File: config.mk
export PLATFORM = sky130hd
export DESIGN_NAME = panda_load_sequencer
export DESIGN_NICKNAME = d
export VERILOG_FILES = /design/src/rtl/panda_load_sequencer.sv
export SDC_FILE = /design/constraint.sdc
export NUM_CORES = 2
export LEC_CHECK = 0
export BUFFER_PORTS_ARGS = -buffer_cell sky130_fd_sc_hd__buf_2
export CAP_MARGIN = 30
export CORE_MARGIN = 2
export CORE_UTILIZATION = 25
export DETAILED_ROUTE_END_ITERATION = 16
export GPL_ROUTABILITY_DRIVEN = 0
export HOLD_SLACK_MARGIN = 0.12
export RECOVER_POWER = 25
export SLEW_MARGIN = 40
export SYNTH_ARGS = -nofsm -noshare
export SYNTH_HDL_FRONTEND = slang
export SYNTH_SLANG_ARGS = --single-unit
File: constraint.sdc
create_clock -name clk_i -period 8 [get_ports clk_i]
set_input_delay 0.8 -clock clk_i [delete_from_list [all_inputs] [get_ports clk_i]]
set_output_delay 0.8 -clock clk_i [all_outputs]
set_load 0.02 [all_outputs]
File: src/rtl/panda_load_sequencer.sv
// -----------------------------------------------------------------------------
// panda_load_sequencer
//
// Walks a programmable list of memory regions, issues one stream request per
// eligible region and writes the returned words into the selected accelerator
// memory through the PANDA memory demux. An output-tile loop re-loads the
// regions flagged in tile_mask with a source address advanced by one region
// length per tile.
//
// Ports
//   clk_i, rst_i         clock, synchronous active-high reset
//   start_i              start pulse, only honoured in IDLE
//   clear_i              synchronous abort back to IDLE
//   region_en_i          per-region enable
//   tile_mask_i          regions re-loaded on tiles > 0
//   nb_tile_i            tile count (0 behaves as 1)
//   dmem_addr_i          flattened byte source base per region
//   len_i                flattened region length in words
//   amem_addr_i          flattened destination word base per region
//   req_*                stream request channel towards the source streamer
//   in_*                 returned data words
//   mem_*                registered write port towards the memory demux
//   busy_o, done_o       activity flag and one-cycle completion pulse
//   tile_o               current tile index
//
// Handshakes: a transfer happens on a rising clk_i edge where valid and ready
// are both high. req_valid_o never drops and its payload never changes while
// it waits for req_ready_i; in_ready_o is high for the whole STREAM state and
// does not depend on in_valid_i.
// -----------------------------------------------------------------------------
module panda_load_sequencer #(
  parameter int NB_REGION = 7,
  parameter int SEL_W     = $clog2(NB_REGION + 1),
  parameter int ADDR_W    = 32,
  parameter int AADDR_W   = 16,
  parameter int LEN_W     = 16,
  parameter int DATA_W    = 32
) (
  input  logic                          clk_i,
  input  logic                          rst_i,
  input  logic                          start_i,
  input  logic                          clear_i,
  input  logic [NB_REGION-1:0]          region_en_i,
  input  logic [NB_REGION-1:0]          tile_mask_i,
  input  logic [7:0]                    nb_tile_i,
  input  logic [NB_REGION*ADDR_W-1:0]   dmem_addr_i,
  input  logic [NB_REGION*LEN_W-1:0]    len_i,
  input  logic [NB_REGION*AADDR_W-1:0]  amem_addr_i,
  output logic                          req_valid_o,
  input  logic                          req_ready_i,
  output logic [ADDR_W-1:0]             req_addr_o,
  output logic [LEN_W-1:0]              req_len_o,
  input  logic                          in_valid_i,
  output logic                          in_ready_o,
  input  logic [DATA_W-1:0]             in_data_i,
  output logic [SEL_W-1:0]              mem_sel_o,
  output logic                          mem_wr_en_o,
  output logic [AADDR_W-1:0]            mem_addr_o,
  output logic [DATA_W-1:0]             mem_wdata_o,
  output logic                          busy_o,
  output logic                          done_o,
  output logic [7:0]                    tile_o
);

  localparam logic [SEL_W-1:0] NULL_SEL       = SEL_W'(NB_REGION);
  localparam int               BYTES_PER_WORD = DATA_W / 8;

  typedef enum logic [2:0] {
    S_IDLE      = 3'd0,
    S_SELECT    = 3'd1,
    S_REQ       = 3'd2,
    S_STREAM    = 3'd3,
    S_TERMINATE = 3'd4
  } state_e;

  state_e state_q, state_d;

  // Configuration snapshot taken on the accepted start.
  logic [NB_REGION-1:0]         cfg_en_q,   cfg_en_d;
  logic [NB_REGION-1:0]         cfg_mask_q, cfg_mask_d;
  logic [7:0]                   cfg_nb_q,   cfg_nb_d;
  logic [NB_REGION*ADDR_W-1:0]  cfg_dmem_q, cfg_dmem_d;
  logic [NB_REGION*LEN_W-1:0]   cfg_len_q,  cfg_len_d;
  logic [NB_REGION*AADDR_W-1:0] cfg_amem_q, cfg_amem_d;

  // Walk state.
  logic [SEL_W-1:0]   ptr_q,       ptr_d;
  logic [7:0]         tile_q,      tile_d;
  logic [SEL_W-1:0]   region_q,    region_d;
  logic [ADDR_W-1:0]  req_addr_q,  req_addr_d;
  logic [LEN_W-1:0]   req_len_q,   req_len_d;
  logic [AADDR_W-1:0] amem_base_q, amem_base_d;
  logic [LEN_W-1:0]   cnt_q,       cnt_d;

  // Registered memory write port.
  logic               mem_wr_en_q, mem_wr_en_d;
  logic [SEL_W-1:0]   mem_sel_q,   mem_sel_d;
  logic [AADDR_W-1:0] mem_addr_q,  mem_addr_d;
  logic [DATA_W-1:0]  mem_wdata_q, mem_wdata_d;

  // Region search results.
  logic [NB_REGION-1:0] nz_vec;
  logic [NB_REGION-1:0] elig_vec;
  logic                 found;
  logic [SEL_W-1:0]     found_idx;
  logic [ADDR_W-1:0]    sel_dmem;
  logic [LEN_W-1:0]     sel_len;
  logic [AADDR_W-1:0]   sel_amem;
  logic [8:0]           nb_eff;
  logic                 more_tiles;
  logic                 last_word;
  logic                 in_hs;

  // ---------------------------------------------------------------------------
  // Region search: lowest eligible index at or above ptr_q. Tiles after the
  // first only consider masked regions. The loop runs downwards so the last
  // hit, i.e. the lowest index, wins.
  // ---------------------------------------------------------------------------
  always_comb begin
    nz_vec    = '0;
    found     = 1'b0;
    found_idx = '0;
    sel_dmem  = '0;
    sel_len   = '0;
    sel_amem  = '0;
    for (int i = 0; i < NB_REGION; i++) begin
      nz_vec[i] = (cfg_len_q[i*LEN_W +: LEN_W] != '0);
    end
    elig_vec = cfg_en_q & nz_vec & ((tile_q == 8'd0) ? {NB_REGION{1'b1}} : cfg_mask_q);
    for (int i = NB_REGION - 1; i >= 0; i--) begin
      if (elig_vec[i] && (i >= int'(ptr_q))) begin
        found     = 1'b1;
        found_idx = SEL_W'(i);
        sel_dmem  = cfg_dmem_q[i*ADDR_W +: ADDR_W];
        sel_len   = cfg_len_q[i*LEN_W +: LEN_W];
        sel_amem  = cfg_amem_q[i*AADDR_W +: AADDR_W];
      end
    end
    nb_eff     = (cfg_nb_q == 8'd0) ? 9'd1 : {1'b0, cfg_nb_q};
    // Another tile only makes sense if some region would actually be re-loaded.
    more_tiles = (({1'b0, tile_q} + 9'd1) < nb_eff) && (|(cfg_en_q & cfg_mask_q & nz_vec));
    last_word  = (cnt_q == (req_len_q - LEN_W'(1)));
    in_hs      = (state_q == S_STREAM) && in_valid_i;
  end

  // ---------------------------------------------------------------------------
  // State register and all datapath flops.
  // ---------------------------------------------------------------------------
  always_ff @(posedge clk_i) begin
    if (rst_i) begin
      state_q     <= S_IDLE;
      cfg_en_q    <= '0;
      cfg_mask_q  <= '0;
      cfg_nb_q    <= '0;
      cfg_dmem_q  <= '0;
      cfg_len_q   <= '0;
      cfg_amem_q  <= '0;
      ptr_q       <= '0;
      tile_q      <= '0;
      region_q    <= '0;
      req_addr_q  <= '0;
      req_len_q   <= '0;
      amem_base_q <= '0;
      cnt_q       <= '0;
      mem_wr_en_q <= 1'b0;
      mem_sel_q   <= NULL_SEL;
      mem_addr_q  <= '0;
      mem_wdata_q <= '0;
    end else begin
      state_q     <= state_d;
      cfg_en_q    <= cfg_en_d;
      cfg_mask_q  <= cfg_mask_d;
      cfg_nb_q    <= cfg_nb_d;
      cfg_dmem_q  <= cfg_dmem_d;
      cfg_len_q   <= cfg_len_d;
      cfg_amem_q  <= cfg_amem_d;
      ptr_q       <= ptr_d;
      tile_q      <= tile_d;
      region_q    <= region_d;
      req_addr_q  <= req_addr_d;
      req_len_q   <= req_len_d;
      amem_base_q <= amem_base_d;
      cnt_q       <= cnt_d;
      mem_wr_en_q <= mem_wr_en_d;
      mem_sel_q   <= mem_sel_d;
      mem_addr_q  <= mem_addr_d;
      mem_wdata_q <= mem_wdata_d;
    end
  end

  // ---------------------------------------------------------------------------
  // Next-state logic.
  // ---------------------------------------------------------------------------
  always_comb begin
    state_d = state_q;
    case (state_q)
      S_IDLE: begin
        if (start_i) state_d = S_SELECT;
      end
      S_SELECT: begin
        if (found)           state_d = S_REQ;
        else if (more_tiles) state_d = S_SELECT;
        else                 state_d = S_TERMINATE;
      end
      S_REQ: begin
        if (req_ready_i) state_d = S_STREAM;
      end
      S_STREAM: begin
        if (in_valid_i && last_word) state_d = S_SELECT;
      end
      S_TERMINATE: begin
        state_d = S_IDLE;
      end
      default: begin
        state_d = S_IDLE;
      end
    endcase
    if (clear_i) state_d = S_IDLE;
  end

  // ---------------------------------------------------------------------------
  // Datapath next values.
  // ---------------------------------------------------------------------------
  always_comb begin
    cfg_en_d    = cfg_en_q;
    cfg_mask_d  = cfg_mask_q;
    cfg_nb_d    = cfg_nb_q;
    cfg_dmem_d  = cfg_dmem_q;
    cfg_len_d   = cfg_len_q;
    cfg_amem_d  = cfg_amem_q;
    ptr_d       = ptr_q;
    tile_d      = tile_q;
    region_d    = region_q;
    req_addr_d  = req_addr_q;
    req_len_d   = req_len_q;
    amem_base_d = amem_base_q;
    cnt_d       = cnt_q;
    mem_wr_en_d = 1'b0;
    mem_sel_d   = mem_sel_q;
    mem_addr_d  = mem_addr_q;
    mem_wdata_d = mem_wdata_q;

    case (state_q)
      S_IDLE: begin
        if (start_i) begin
          cfg_en_d   = region_en_i;
          cfg_mask_d = tile_mask_i;
          cfg_nb_d   = nb_tile_i;
          cfg_dmem_d = dmem_addr_i;
          cfg_len_d  = len_i;
          cfg_amem_d = amem_addr_i;
          ptr_d      = '0;
          tile_d     = '0;
        end
      end
      S_SELECT: begin
        if (found) begin
          region_d    = found_idx;
          // Each tile advances the source by one full region of bytes.
          req_addr_d  = sel_dmem + ADDR_W'(tile_q) * ADDR_W'(sel_len) * ADDR_W'(BYTES_PER_WORD);
          req_len_d   = sel_len;
          amem_base_d = sel_amem;
        end else if (more_tiles) begin
          tile_d = tile_q + 8'd1;
          ptr_d  = '0;
        end else begin
          mem_sel_d = NULL_SEL;
        end
      end
      S_REQ: begin
        if (req_ready_i) cnt_d = '0;
      end
      S_STREAM: begin
        if (in_hs) begin
          mem_wr_en_d = 1'b1;
          mem_sel_d   = region_q;
          mem_addr_d  = amem_base_q + AADDR_W'(cnt_q);
          mem_wdata_d = in_data_i;
          cnt_d       = cnt_q + LEN_W'(1);
          if (last_word) ptr_d = region_q + SEL_W'(1);
        end
      end
      default: begin
      end
    endcase

    // Abort: everything except the configuration snapshot returns to reset
    // values, including a write that would have issued next cycle.
    if (clear_i) begin
      ptr_d       = '0;
      tile_d      = '0;
      region_d    = '0;
      req_addr_d  = '0;
      req_len_d   = '0;
      amem_base_d = '0;
      cnt_d       = '0;
      mem_wr_en_d = 1'b0;
      mem_sel_d   = NULL_SEL;
      mem_addr_d  = '0;
      mem_wdata_d = '0;
    end
  end

  // ---------------------------------------------------------------------------
  // Outputs.
  // ---------------------------------------------------------------------------
  always_comb begin
    req_valid_o = (state_q == S_REQ);
    in_ready_o  = (state_q == S_STREAM);
    busy_o      = (state_q != S_IDLE);
    done_o      = (state_q == S_TERMINATE);
    req_addr_o  = req_addr_q;
    req_len_o   = req_len_q;
    mem_wr_en_o = mem_wr_en_q;
    mem_sel_o   = mem_sel_q;
    mem_addr_o  = mem_addr_q;
    mem_wdata_o = mem_wdata_q;
    tile_o      = tile_q;
  end

endmodule

Yosys cells after proc, flatten, opt, wreduce, memory -nomap -nowiden. Cells that the tools add are included.

Bits in registers: 619. Logic and storage cells: 149. Output and inout port bits: 112. Input port bits: 508.

Reduce and logical (&&, ||, !) cells: 36. Bitwise logic cells: 5. Muxes and demuxes: 61. Multipliers: 1. $lt $le $gt $ge: 8. Equality and inequality tests: 13. Add/subtract/negate cells: 7.

Operators with widths (number): 2-to-1 mux 16 bit (16); 2-to-1 mux 32 bit (7); nonzero test 16 bit (7); 2-to-1 mux 3 bit (20); adder 32 x 26 -> 32 bit (1); 2-to-1 mux 8 bit (4); one-hot mux 16 bit (2 select lines) (1); bitwise AND 7 bit (4); multiplier 8 x 16 -> 24 bit (1); adder 16 x 1 -> 16 bit (second input constant) (1); adder 16 bit (1); == test 16 bit (1); logical NOT 8 bit (2); one-hot mux 8 bit (2 select lines) (1); subtractor 16 x 1 -> 16 bit (second input constant) (1); one-hot mux 3 bit (4 select lines) (1); logical AND 1 bit (10); adder 8 x 1 -> 9 bit (second input constant) (1); >= comparator 3 bit (first input constant) (3); less-than comparator 9 x 8 -> 1 bit (1); one-hot mux 3 bit (3 select lines) (1); adder 8 x 1 -> 8 bit (second input constant) (1); 2-to-1 mux 1 bit (8); != test 2 x 1 -> 1 bit (second input constant) (4); 20 further kinds (33).

Depth between registers and ports, before layout.
Depth in word-level cells: 13. Mapped depth: 41. Depth with buffers taken out: 37.

Worst setup path before layout. No wires, ideal clock.

Path kind: register to register. From: register tile_q[1], in the netlist tile_o[1]. To: register req_addr_q[30], in the netlist req_addr_o[30]. Clock period less this slack: 8.984 ns. Arrival: 8.905 ns. Library setup time: 0.079 ns. Cell stages (with the launch flop): 40. Data required time: 7.921 ns. Slack: -0.984 ns. Cells stage by stage: dfxtp_1 clkbuf_1 clkinv_1 ha_1 nor4b_1 and2_1 buf_2 o2111ai_1 clkbuf_1 clkbuf_1 nor2_1 o31ai_1 mux2i_1 o21a_1 nand2b_1 fa_1 fa_1 inv_1 [... 4 more ...] ha_1 o21a_1 nor2_1 o31ai_1 o41ai_1 o2111ai_1 a21oi_1 o21ai_0 a21oi_1 xnor2_1 ha_1 and3_1 and3_1 nand3_1 a31oi_1 or2_2 a311o_1 o211ai_1.

Cells in the longest elaborated chain, start to end: 13. Elaborated cells between the ends (all ways): 34. Those cells by class: add/sub (1); mul (1); mux (22); bitwise (1); reduce/logical (9).

Ends and longest elaborated chain: from (decl) (RTL line 88) `logic [7:0] tile_q, tile_d;`; from (signal assigned) (RTL line 178) `tile_q <= tile_d;`; logical NOT 8 bit (RTL line 129) `elig_vec = cfg_en_q & nz_vec & ((tile_q == 8'd0) ? {NB_REGION{1'b1}} : cfg_mask_q);`; 2-to-1 mux 7 bit (RTL line 129); bitwise AND 7 bit (RTL line 129); logical AND 1 bit (RTL line 131) `if (elig_vec[i] && (i >= int'(ptr_q))) begin`; 2-to-1 mux 16 bit (7 in series) (RTL line 131); multiplier 8 x 16 -> 24 bit (RTL line 260) `req_addr_d = sel_dmem + ADDR_W'(tile_q) * ADDR_W'(sel_len) * ADDR_W'(BYTES_PER_WORD);`; adder 32 x 26 -> 32 bit (RTL line 260); to (signal assigned) (RTL line 180) `req_addr_q <= req_addr_d;`; to (decl) (RTL line 90) `logic [ADDR_W-1:0] req_addr_q, req_addr_d;`.

Several ways; a longest one is shown, not always the timed one. A chain may end at the register's enable or synchronous reset.

Worst setup path after layout.
From: register cfg_len_q[95]. To: register req_addr_q[30], in the netlist req_addr_o[30].

Cells in the longest elaborated chain, start to end: 12. Elaborated cells between the ends (all ways): 25. Those cells by class: add/sub (1); mul (1); mux (18); bitwise (2); reduce/logical (3).

Ends and longest elaborated chain: from (decl) (RTL line 83) `logic [NB_REGION*LEN_W-1:0] cfg_len_q, cfg_len_d;`; from (signal assigned) (RTL line 175) `cfg_len_q <= cfg_len_d;`; nonzero test 16 bit (RTL line 127) `nz_vec[i] = (cfg_len_q[i*LEN_W +: LEN_W] != '0);`; bitwise AND 7 bit (2 in series) (RTL line 129); logical AND 1 bit (RTL line 131); 2-to-1 mux 16 bit (6 in series) (RTL line 131); multiplier 8 x 16 -> 24 bit (RTL line 260); adder 32 x 26 -> 32 bit (RTL line 260).

Several ways; a longest one is shown, not always the timed one.

==> metrics.txt <==
Critical Path Fanout Max=6; first-pass GRT wire length=around 200000 um; Mapped Cells=between 4000 and 5000; Data arrival, critical path=just under 9 ns; slowest library cell on the worst path=or4_4; fmax=between 100 and 150 MHz; Final period util=103%; CTS buffer count=a little under 80; total power=a little over 8 mW; Worst Skew=0.0656 ns; Setup TNS Final=-1.36 ns; fillers=around 14000; Hold Crit Class=primary input to flop; Hold Vio Cnt, Final=0; WP data required=8.63 ns; Tightest Pin Transition=between 3 and 4 ns; dominant synthesized flop cell=dfxtp_1; 1st-pass router iterations=8; largest net degree at the start of global routing=between 150 and 200; power density over cell area=about 200 nW/um2; clock buffer depth=3; clock transition at the registers of the reported paths=around 0.06 ns; CP Launch Point=cfg_len_q[95]; CP Class=flop to flop; die width=362 um; unrepaired setup endpoints after global routing=true; Total GRT Usage=between 20% and 30%; DIE AREA=roughly 130000 um2; r2r startpoint=cfg_len_q[95]; Layout area overhead=29.3%; slack of the critical path=-0.247 ns; Crit path buffers/inverters=6; clock sink count=roughly 620; Max VDD drop=0.156 mV; CORE AREA=approximately 130000 um2; CTS tree=yes; cell family with most CP delay=adder cells; area taken by multi-input logic gates=about 19000 um2; minimum clock period=roughly 8 ns; Max-cap violations=3; CP dominant cell by count=fa_1; R2R cell count=36; ys async rst share=0%; #FFs+latches synth=619; failing checks=max-capacitance violations, max-slew violations, negative setup slack; final setup fails=9; Mapped Area=32000 um2; yosys warns=0; outcome=finished, violations left; Routed met2 length=63500 um; fraction of layout cells with a size suffix above 1=between 20% and 30%; clk_lat worst skew=0.71 ns; net count after synthesis=~4900; crit path capture type=flop; total grt overflow=0; Starting Density=25.2%; leakage power=16.9 nW; detailed-route wire length=137000 um; Post-DRT Antenna Nets=0; initial antenna violation count=29; DRC Markers=0; DP Wirelength=104000 um; Final Max Tran Viols=about 200; number of distinct library cells after synthesis=79; Via density=roughly 5.0; crit path capture=req_addr_o[30]; height of the chip=about 360 um; Via Count=approximately 33000; crit path launch type=flop; I/O Buffers=619; CP Depth=36; number of synthesized flops with an enable pin=0; CTS root buf=clkbuf_16; Syn Area/Cell=~7.7 um2; Met3 Routed Length=slightly below 10000 um; sequential area share after synthesis=38.7%; Min Hold Slack=roughly 0.33 ns; RR Endpoint=req_addr_o[30]; crit-path max cell delay=between 0.5 and 0.6 ns; number of global-route vias before repair=around 31000; R2R setup slack=-0.25 ns; WL/cell=around 21 um; Rel. slew slack=-165%; Row Count=~130; WHS Path Cells=3; Initial DRC Count=2934; Nets=5535; H-tree depth=3; Reg area=between 10000 and 15000 um2; Highest Signal Layer=met5; cts hold-fix bufs=0; M1 WL=approximately 59000 um; I/O pins=620
[area by class of cell]
type                       count  share of cell area (%)
multi-input combinational   3117                    45.0
inverter                     151                    1.37
timing repair buffer         880                    12.3
clock inverter                35                    1.02
antenna                        8                  0.0483
clock buffer                 103                    5.28
sequential                   619                    29.9
tap                         1662                    5.02
[power breakdown]
group | total [mW] | internal (mW) | leakage [nW] | switching, mW
Clock | 3.60 | 2.08 | 1.27 | 1.52
Combinational | 1.28 | 0.458 | 10.6 | 0.826
Sequential | 3.34 | 3.24 | 5.07 | 0.0976
[synth_stat cells (26+ instances only)]
| cell type | number | area share [%] |
|---|---|---|
| nand3_1 | 52 | 0.81 |
| a22oi_1 | 46 | 1.1 |
| ha_1 | 95 | 3.7 |
| nand2_1 | 1226 | 14 |
| inv_1 | 150 | 1.8 |
| xnor2_1 | 52 | 1.4 |
| nor2b_1 | 65 | 1.3 |
| nor3_1 | 26 | 0.41 |
| a21oi_1 | 653 | 10 |
| nor4_1 | 42 | 0.82 |
| o311ai_0 | 26 | 0.71 |
| fa_1 | 86 | 5.4 |
| o21a_1 | 30 | 0.70 |
| o21ai_0 | 125 | 2.0 |
| nor2_1 | 157 | 1.8 |
| a221oi_1 | 26 | 0.71 |
| xor2_1 | 33 | 0.90 |
| clkbuf_1 | 271 | 3.2 |
| dfxtp_1 | 619 | 39 |
[layout by cell type (no fill, tap or decap), types with 18 or more instances in the layout]
cell type,instances
a21oi_1,638
a221oi_1,26
a222oi_1,18
a22oi_1,46
and2_1,21
buf_2,521
buf_4,230
buf_6,18
clkbuf_1,113
clkbuf_16,79
dfxtp_1,615
fa_1,81
ha_1,88
inv_1,140
mux2i_1,22
nand2_1,1222
nand3_1,50
nor2_1,151
nor2b_1,44
nor3_1,21
nor4_1,39
o21a_1,20
o21ai_0,101
o21ai_1,28
o221ai_1,20
o311ai_0,25
xnor2_1,51
xor2_1,32
[through the flow]
stage	cell area, um2	std cells	worst slack (ns)	utilization, %
after floorplan	32200	4184	0.00340	-
after global placement	37900	6391	-0.246	29.8
after detailed placement	38000	6393	-0.387	29.8
after CTS	40800	6543	-0.108	32.0
after global routing	41400	6568	-0.612	32.5
final	41400	6575	-0.247	32.5
[timing repair]
action	4_1_cts	5_1_grt
cloned	2	0
pin swaps	8	119
setup buffers	10	24
resized for setup	18	140
setup endpoints to repair	13	18
[worst min path at each step]
| stage | endpoint | slack [ns] | start |
|---|---|---|---|
| 6_report | cfg_len_q[75] | 0.33 | len_i[75] |
| 5_1_grt | cfg_len_q[87] | 0.30 | len_i[87] |
| 4_1_cts | cfg_dmem_q[203] | 0.28 | dmem_addr_i[203] |
| 3_5_place_dp | mem_addr_o[7] | 0.44 | mem_addr_o[7] |
| 3_3_place_gp | req_addr_o[16] | 0.44 | req_addr_o[16] |
| 2_1_floorplan | cfg_dmem_q[219] | 0.43 | cfg_dmem_q[219] |
[registers in the layout (all words and copies together) (netlist names)]
name         flops
req_len_o       16
mem_wr_en_o      1
cfg_dmem_q     224
region_q         3
ptr_q            3
cfg_en_q         7
req_addr_o      32
mem_wdata_o     32
cnt_q           16
tile_o           8
amem_base_q     16
state_q          3
cfg_nb_q         8
cfg_len_q      112
mem_sel_o        3
cfg_amem_q     112
mem_addr_o      16
cfg_mask_q       7
[worst min-delay path, cell delays in order]
cell     delay, ns
buf_2         0.09
nand2_1       0.04
a21oi_1       0.05
[layer usage]
| layer | GRT usage, % | vias up |
|---|---|---|
| li1 | - | 15579 |
| met1 | 26.5 | 15668 |
| met2 | 32.5 | 1219 |
| met3 | 3.53 | 268 |
| met4 | 7.34 | 28 |
| met5 | 0 | - |
[cells by family (layout without fill, tap and decap cells)]
kind of cell             count (synthesis)  after routing  synth area share [%]
AND/OR/NAND/NOR                       1700           1701                  22.4
AO/OA/AOI/OAI                         1124           1124                  21.3
flip-flops                             619            619                  38.7
buffers and inverters                  449           1169                  5.45
adder cells (fa/ha/maj)                181            181                  9.08
XOR/XNOR                                85             85                  2.32
multiplexers                            26             26                 0.828
other                                    0              8                     0
(Power assumes the default switching activity.)
